## src/rtl/demux_1to2_8bits_stream.sv

```systemverilog
// Registered 1-to-2 stream demultiplexer: each accepted input word is routed by IN_SEL
// into one of two per-output FIFOs with valid/ready handshakes on every side.

module demux_1to2_8bits_stream_fifo #(
    parameter int unsigned WIDTH = 8,
    parameter int unsigned DEPTH = 2
) (
    input  logic                       clk,
    input  logic                       rst,
    input  logic                       push,
    input  logic [WIDTH-1:0]           push_data,
    input  logic                       pop_ready,
    output logic [WIDTH-1:0]           out_data,
    output logic                       out_valid,
    output logic [$clog2(DEPTH+1)-1:0] level,
    output logic                       full
);
    localparam int unsigned PW   = $clog2(DEPTH);
    localparam int unsigned LVLW = $clog2(DEPTH+1);

    logic [WIDTH-1:0] mem_q [DEPTH];
    logic [WIDTH-1:0] mem_d [DEPTH];
    logic [PW-1:0]    wr_ptr_q, wr_ptr_d;
    logic [PW-1:0]    rd_ptr_q, rd_ptr_d;
    logic [LVLW-1:0]  level_q, level_d;
    logic [WIDTH-1:0] head_q, head_d;
    logic             pop;

    always_comb begin
        pop      = (level_q != '0) && pop_ready;
        mem_d    = mem_q;
        wr_ptr_d = wr_ptr_q;
        rd_ptr_d = rd_ptr_q;
        level_d  = level_q;
        head_d   = head_q;

        if (push) begin
            mem_d[wr_ptr_q] = push_data;
            wr_ptr_d        = wr_ptr_q + PW'(1);
        end
        if (pop) begin
            rd_ptr_d = rd_ptr_q + PW'(1);
        end
        if (push && !pop) begin
            level_d = level_q + LVLW'(1);
        end else if (pop && !push) begin
            level_d = level_q - LVLW'(1);
        end

        // Head is a register: the new head is either the word being written now
        // (FIFO effectively empty after the pop) or an already stored entry.
        // With nothing left, the last head value is held.
        if (level_d != '0) begin
            if (push && (wr_ptr_q == rd_ptr_d)) begin
                head_d = push_data;
            end else begin
                head_d = mem_q[rd_ptr_d];
            end
        end
    end

    always_ff @(posedge clk or posedge rst) begin
        if (rst) begin
            mem_q    <= '{default: '0};
            wr_ptr_q <= '0;
            rd_ptr_q <= '0;
            level_q  <= '0;
            head_q   <= '0;
        end else begin
            mem_q    <= mem_d;
            wr_ptr_q <= wr_ptr_d;
            rd_ptr_q <= rd_ptr_d;
            level_q  <= level_d;
            head_q   <= head_d;
        end
    end

    assign out_data  = head_q;
    assign out_valid = (level_q != '0);
    assign level     = level_q;
    assign full      = (level_q == LVLW'(DEPTH));

endmodule

module demux_1to2_8bits_stream #(
    parameter int unsigned WIDTH = 8,
    parameter int unsigned DEPTH = 2
) (
    input  logic                       CLK,
    input  logic                       RST,
    input  logic [WIDTH-1:0]           IN_DATA,
    input  logic                       IN_SEL,
    input  logic                       IN_VALID,
    output logic                       IN_READY,
    output logic [WIDTH-1:0]           OUT1_DATA,
    output logic                       OUT1_VALID,
    input  logic                       OUT1_READY,
    output logic [WIDTH-1:0]           OUT2_DATA,
    output logic                       OUT2_VALID,
    input  logic                       OUT2_READY,
    output logic [$clog2(DEPTH+1)-1:0] OUT1_LEVEL,
    output logic [$clog2(DEPTH+1)-1:0] OUT2_LEVEL
);
    logic full1, full2;
    logic push1, push2;

    // Ready depends only on the select and registered full flags, never on OUTn_READY.
    always_comb begin
        IN_READY = !RST && !(IN_SEL ? full2 : full1);
        push1    = IN_VALID && IN_READY && !IN_SEL;
        push2    = IN_VALID && IN_READY &&  IN_SEL;
    end

    demux_1to2_8bits_stream_fifo #(.WIDTH(WIDTH), .DEPTH(DEPTH)) u_fifo1 (
        .clk       (CLK),
        .rst       (RST),
        .push      (push1),
        .push_data (IN_DATA),
        .pop_ready (OUT1_READY),
        .out_data  (OUT1_DATA),
        .out_valid (OUT1_VALID),
        .level     (OUT1_LEVEL),
        .full      (full1)
    );

    demux_1to2_8bits_stream_fifo #(.WIDTH(WIDTH), .DEPTH(DEPTH)) u_fifo2 (
        .clk       (CLK),
        .rst       (RST),
        .push      (push2),
        .push_data (IN_DATA),
        .pop_ready (OUT2_READY),
        .out_data  (OUT2_DATA),
        .out_valid (OUT2_VALID),
        .level     (OUT2_LEVEL),
        .full      (full2)
    );

endmodule

```

## config.mk

```make
export PLATFORM = sky130hd
export DESIGN_NAME = demux_1to2_8bits_stream
export DESIGN_NICKNAME = d
export VERILOG_FILES = /design/src/rtl/demux_1to2_8bits_stream.sv
export SDC_FILE = /design/constraint.sdc
export NUM_CORES = 1
export LEC_CHECK = 0
export ABC_AREA = 1
export CAP_MARGIN = 20
export CORE_MARGIN = 2
export CORE_UTILIZATION = 55
export CTS_BUF_LIST = sky130_fd_sc_hd__clkbuf_2 sky130_fd_sc_hd__clkbuf_4 sky130_fd_sc_hd__clkbuf_8
export CTS_CLUSTER_SIZE = 8
export DETAILED_ROUTE_END_ITERATION = 12
export GPL_ROUTABILITY_DRIVEN = 0
export PLACE_DENSITY = 0.78
export SLEW_MARGIN = 30
export SYNTH_ARGS = -nofsm -noshare
export SYNTH_HDL_FRONTEND = slang
export SYNTH_HIERARCHICAL = 1
export SYNTH_SLANG_ARGS = --single-unit
```

## constraint.sdc

```tcl
create_clock -name CLK -period 2.4 [get_ports CLK]
set_input_delay 0.48 -clock CLK [delete_from_list [all_inputs] [get_ports CLK]]
set_output_delay 0.48 -clock CLK [all_outputs]
set_load 0.05 [all_outputs]
```

==> run_results.csv, run 1 <==
group,metric,value,unit
cells_and_area,diodes,0,
drt,via_per_inst,5.12,
drt,first_iter_violations,140,
drt,ant_nets,0,
synth,synth_cell_types,19,
place,io_buffers,36,
clocking,cts_setup_buffers,0,
die,core_area,0.00517,mm2
power,vdd.ir_drop.worst,0.722,mV
power,power_density,1550,mW/mm2
grt,grt_overflow,0,
clocking,clk_pin_slew,90,ps
timing,slew_viol_final,0,
synth,ys_ff_latch,56,
grt,grt_start_max_net_pins,29,
status,outcome,"complete, no violations",
die,io-pin-count,37,
drt,num_vias,2555,
timing,finalSetupViolations,0,
timing,tightest_slew,514,ps
setup_path,cpPeakStageDelay,500,ps
power,total_power,0.00550,W
drt,post_drt_wl_per_cell,13.0,um
clocking,cts_sinks,56,
synth,yosys_warnings,6,
grt,antenna_found_initial,0,
setup_path,cp_cell_sequence,"clkdlybuf4s50_1 > inv_1 > nand2_2 > nand4_2 > nor2_1 > buf_4 > nand2_1 > o21ai_0",
setup_path,critPathRequiredTime,2610,ps
setup_path,r2r-end,"u_fifo2/mem_q[11]$_DFFE_PP0P_",
grt,grt_pass1_wl,11500,um
setup_path,start_kind,"input port",
grt,first_global_vias,2492,
timing,rsz0062_at_grt,"false",
place,dp_hpwl,4830,um
cells_and_area,final_util,68.5,%
clocking,cts_tree,"yes",
cells_and_area,multi_input_area,0.00128,mm2
setup_path,r2r_cells,8,
clocking,insertion_delay,300,ps
drt,routed_wl,6470,um
cells_and_area,finalNetCount,446,
timing,fin_skew,5.95,ps
drt,drc,0,
setup_path,path_delay_family,"buffers and inverters",
synth,synth_fp_nets,405,
synth,yosysSeqAreaShare,46.8,%
cells_and_area,layout_common_cells,"134 x nand2_1, 65 x inv_1, 56 x dfrtp_1, 40 x nand3_1, 33 x clkdlybuf4s50_1",
clocking,clock_path_buffers,2,
die,fp.dieW,77.8,um
job,maxCapViolCount,0,
setup_path,worstPathBufferInverterCount,3,
cells_and_area,ff_latch_area,0.00140,mm2
setup_path,worstPathMaxFanout,17,
die,initial_core_util,57.9,%
timing,post-route-period-util,89.7,%
clocking,root_buffer,"clkbuf_8",
clocking,h-tree-depth,2,
hold_path,min_to,"u_fifo1/mem_q[11]$_DFFE_PP0P_",
timing,hold_viol,0,
setup_path,crit_path_top_delay_cell,"clkdlybuf4s50_1",
synth,avgSynthCellArea,7.74,um2
cells_and_area,area_growth,18.2,%
timing,layout_min_cycle_time,2150,ps
timing,maxSlewHeadroom,65.6,%
hold_path,hp-start,"u_fifo1/mem_q[11]$_DFFE_PP0P_",
cells_and_area,layout_commonest_cell,"nand2_1",
setup_path,critical_path_class,"input port to flip-flop",
setup_path,cp.arrival,2360,ps
setup_path,end_kind,"flip-flop",
setup_path,reg2reg_slack,290,ps
clocking,cts_buffers,5,
cells_and_area,fillers,445,
drt,first_pass_iters,5,
grt,grt_usage,24.0,%
die,die_area,0.00606,mm2
cells_and_area,drive_gt1_share,10.3,%
synth,syn-cell-area,0.00300,mm2
power,cellLeakagePower,1.92,nW
die,rows,26,
setup_path,r2r_start,"u_fifo2/level[0]$_DFF_PP0_",
timing,fmax,465,MHz
hold_path,hp-class,"flip-flop to flip-flop",
die,die_h,77.8,um
hold_path,hold_depth,2,
synth,syn_inst,387,
==> sequential cells by signal, indices dropped and copies added (netlist names) <==
name              count
u_fifo2/level         2
u_fifo1/mem_q        16
u_fifo1/level         2
u_fifo1/out_data      8
u_fifo2/wr_ptr_q      1
u_fifo2/rd_ptr_q      1
u_fifo1/wr_ptr_q      1
u_fifo1/rd_ptr_q      1
u_fifo2/out_data      8
u_fifo2/mem_q        16
==> cells in the mapped netlist (all sizes together) <==
| master | instances | area, um2 |
|---|---|---|
| buf | 6 | 43.8 |
| dfrtp | 56 | 1400 |
| ha | 4 | 50.1 |
| inv | 70 | 268 |
| nand2 | 151 | 624 |
| nand3 | 48 | 325 |
| nand4 | 17 | 113 |
| nor2 | 3 | 11.3 |
| o21ai | 32 | 160 |
==> layout make-up <==
class | instances | area share (%)
Clock buffer | 8 | 2.75
Inverter | 70 | 7.56
Multi-Input combinational cell | 255 | 36.2
Sequential cell | 56 | 39.5
Tap cell | 70 | 2.47
Timing Repair Buffer | 40 | 11.4
==> worst register-to-register path, cell delays in order, from the launching register on <==
cell and delay, ps:
dfrtp_1 380, inv_1 80, ha_1 200, nand2_1 90, nand4_2 100, nor2_1 260
buf_4 250, nand2_1 340, o21ai_0 320
==> per-layer routing <==
layer  routed length, um  up-vias  share of wire (%)  global-route usage, %
met5                   0        -                  0                      0
met4                  90        0                1.4                   7.86
met3                 342        7                5.3                   3.02
met2                2900       91                 45                   37.4
met1                3130     1166                 48                   34.8
li1                    -     1291                  -                      -
==> kinds of logic after synthesis <==
| group | share of synthesized area, % |
|---|---|
| compound gates | 5.34 |
| fa+ha+maj | 1.67 |
| buf+inv | 10.4 |
| flops | 46.8 |
| simple gates | 35.8 |
==> worst max-delay path by stage <==
stage	to	cells past startpoint	from
final	u_fifo2/mem_q[11]$_DFFE_PP0P_	8	IN_SEL
after global routing	u_fifo2/mem_q[11]$_DFFE_PP0P_	8	u_fifo2/level[0]$_DFF_PP0_
after CTS	OUT2_VALID	4	u_fifo2/level[0]$_DFF_PP0_
after detailed placement	u_fifo2/mem_q[11]$_DFFE_PP0P_	8	IN_SEL
after global placement	u_fifo2/mem_q[15]$_DFFE_PP0P_	9	IN_SEL
after floorplan	IN_READY	5	u_fifo2/level[0]$_DFF_PP0_
==> metrics by stage <==
stage | area [um2] | instances | setup WS [ps] | hold WS, ps | setup TNS, ps
global route | 3540 | 499 | 95.5 | 514 | 0
CTS | 3540 | 499 | 25.0 | 497 | 0
global placement | 3440 | 491 | 31.9 | 465 | 0
detailed placement | 3440 | 491 | -55.8 | 473 | -249
floorplan | 3000 | 387 | 166 | 453 | 0
finish | 3540 | 499 | 248 | 491 | 0
==> power by group <==
part | switching (W) | leakage [nW] | internal, W
logic | 0.00218 | 1.18 | 0.00105
clock network | 0.000283 | 0.0523 | 0.000259
registers | 0.000285 | 0.685 | 0.00144
==> timing repair <==
action,CTS,global route
resized for setup,0,2
setup endpoints to repair,0,2
hold buffers,0,0
Power figures use the tool's default switching activity.
==> inputs of run 2 (changes only) <==
--- a/config.mk
+++ b/config.mk
@@ -9,7 +9,6 @@
 export CAP_MARGIN = 20
 export CORE_MARGIN = 2
 export CORE_UTILIZATION = 55
-export CTS_BUF_LIST = sky130_fd_sc_hd__clkbuf_2 sky130_fd_sc_hd__clkbuf_4 sky130_fd_sc_hd__clkbuf_8
 export CTS_CLUSTER_SIZE = 8
 export DETAILED_ROUTE_END_ITERATION = 12
 export GPL_ROUTABILITY_DRIVEN = 0
==> constraint.sdc (replaced) <==
create_clock -name CLK -period 2 [get_ports CLK]
set_input_delay 0.4 -clock CLK [delete_from_list [all_inputs] [get_ports CLK]]
set_output_delay 0.4 -clock CLK [all_outputs]
set_load 0.05 [all_outputs]
==> run 2 against run 1 <==
Effect of this change: design area grew 7.0%; sequential share of layout area decreased by 2.5 points; cell count up 3.0%; critical endpoint is now OUT1_LEVEL[1]; via count is 4.0% higher; count of clock-buffer cells in the layout fell by 1.
==> run_results.csv, run 2 (synthesis gave the netlist of run 1 again) <==
group,metric,value,unit
setup_path,path_delay_family,"buffers and inverters",
die,rows,26,
setup_path,cp.depth,1,
power,netSwitchingFraction,48.8,%
setup_path,end_kind,"output port",
setup_path,critical_path_class,"flip-flop to output port",
setup_path,start_kind,"flip-flop",
power,cellLeakagePower,2.04,nW
drt,ant_nets,0,
clocking,clk_pin_slew,90,ps
drt,via_per_inst,5.17,
place,place_inst,506,
place,dp_hpwl,4860,um
cells_and_area,layout_commonest_cell,"nand2_1",
clocking,cts_sinks,56,
power,p_comb_share,59.4,%
clocking,cts_tree,"yes",
setup_path,critPathRequiredTime,1600,ps
drt,routed_wl,6670,um
power,power_density,1880,mW/mm2
place,io_buffers,36,
hold_path,hp-class,"flip-flop to flip-flop",
timing,maxSlewHeadroom,65.5,%
setup_path,cp.arrival,1540,ps
power,vdd.ir_drop.worst,0.827,mV
grt,antenna_found_initial,0,
clocking,cts_buffers,5,
timing,fin_ws,57.4,ps
cells_and_area,ff_latch_area,0.00140,mm2
cells_and_area,reg_top3,"u_fifo1/mem_q: 16 flops, u_fifo2/mem_q: 16 flops",
drt,first_iter_violations,129,
die,io-pin-count,37,
grt,first_global_vias,2440,
setup_path,crit_path_top_delay_cell,"clkdlybuf4s50_1",
timing,layout_min_cycle_time,1940,ps
hold_path,hold_depth,2,
power,power.share.sequential,29.3,%
status,outcome,"complete, no violations",
cells_and_area,finalNetCount,461,
cells_and_area,diodes,0,
setup_path,cpPeakStageDelay,820,ps
power,total_power,0.00712,W
power,switching_power,0.00347,W
setup_path,worstPathBufferInverterCount,1,
timing,fin_skew,4.49,ps
timing,finalSetupViolations,0,
grt,grt_start_max_net_pins,29,
clocking,cts_setup_buffers,0,
clocking,clock_path_buffers,2,
job,maxCapViolCount,0,
cells_and_area,multi_input_area,0.00135,mm2
cells_and_area,fin_cells,514,
timing,slew_viol_final,0,
clocking,root_buffer,"clkbuf_8",
drt,num_vias,2657,
clocking,hold_buffers,0,
drt,post_drt_wl_per_cell,13.0,um
setup_path,cp_cell_sequence,"clkdlybuf4s50_1",
die,core_area,0.00517,mm2
die,die_area,0.00606,mm2
power,power.internal,0.00365,W
setup_path,worstPathMaxFanout,4,
timing,tightest_slew,516,ps
grt,grt_usage,23.6,%
timing,hold_ws,492,ps
cells_and_area,drive_gt1_share,16.7,%
cells_and_area,layout_common_cells,"133 x nand2_1, 64 x inv_1, 54 x dfrtp_1, 34 x nand3_1, 31 x clkdlybuf4s50_1",
timing,hold_viol,0,
clocking,insertion_delay,310,ps
drt,first_pass_iters,4,
timing,fmax,515,MHz
grt,grt_overflow,0,
die,fp.dieW,77.8,um
timing,finalSetupTns,0,ps
drt,drc,0,
die,die_h,77.8,um
die,initial_core_util,57.9,%
cells_and_area,fillers,386,
clocking,h-tree-depth,2,
place,dp_slack,-164,ps
timing,post-route-period-util,97.1,%
power,clkPwrFrac,11.3,%
cells_and_area,area_growth,26.5,%
setup_path,r2r_cells,14,
grt,grt_pass1_wl,11500,um
[run 2: through the flow]
stage               util (%)  instance area [um2]
finish                  73.3                 3790
global route            73.3                 3790
CTS                     71.9                 3720
detailed placement      69.4                 3590
global placement        69.4                 3590
floorplan                  -                 3000
[run 2: repair_timing]
action / 4_1_cts / 5_1_grt
gates resized for setup: 0 / 17
setup endpoints to repair: 0 / 17
endpoints found under the hold margin: 0 / 0
[run 2: worst min-delay path, delay by kind of cell (launching register included)]
kind / cells / cell delay (ps)
simple gates: 1 / 50
compound gates: 1 / 60
flops: 1 / 350
[run 2: power groups by stage]
stage	Sequential, W	Combinational [W]	Clock, W
finish	0.00209	0.00423	0.000802
floorplan	0.00276	0.00216	0
global placement	0.00207	0.00396	0
detailed placement	0.00211	0.00406	0
global route	0.00215	0.00468	0.000859
CTS	0.00208	0.00409	0.000813
[run 2: final timing paths]
check,from,endpoint,slack (ps)
min in group asynchronous,RST,u_fifo2/mem_q[10]$_DFFE_PP0P_,580
hold / removal,u_fifo1/mem_q[1]$_DFFE_PP0P_,u_fifo1/mem_q[1]$_DFFE_PP0P_,490
setup / recovery,u_fifo1/level[1]$_DFF_PP0_,OUT1_LEVEL[1],60
max in group asynchronous,RST,u_fifo1/level[0]$_DFF_PP0_,1090
hold reg to reg,u_fifo1/mem_q[1]$_DFFE_PP0P_,u_fifo1/mem_q[1]$_DFFE_PP0P_,490
setup reg to reg,u_fifo1/level[0]$_DFF_PP0_,u_fifo1/out_data[1]$_DFFE_PP0P_,120
[run 2: area by class of cell]
class                           count  share of cell area, %
Timing Repair Buffer               55                   14.6
Multi-Input combinational cell    255                   35.6
Sequential cell                    56                   37.0
Clock buffer                        7                   2.54
Tap cell                           70                   2.31
Clock inverter                      1                  0.792
Inverter                           70                   7.06
[run 2: metal layers]
layer | track usage (%) | share of wire [%] | vias up
met4 | 6.43 | 1.3 | 0
met5 | 0 | 0 | -
met1 | 35.1 | 48 | 1242
met3 | 3.60 | 4.8 | 9
met2 | 36.2 | 46 | 75
li1 | - | - | 1331
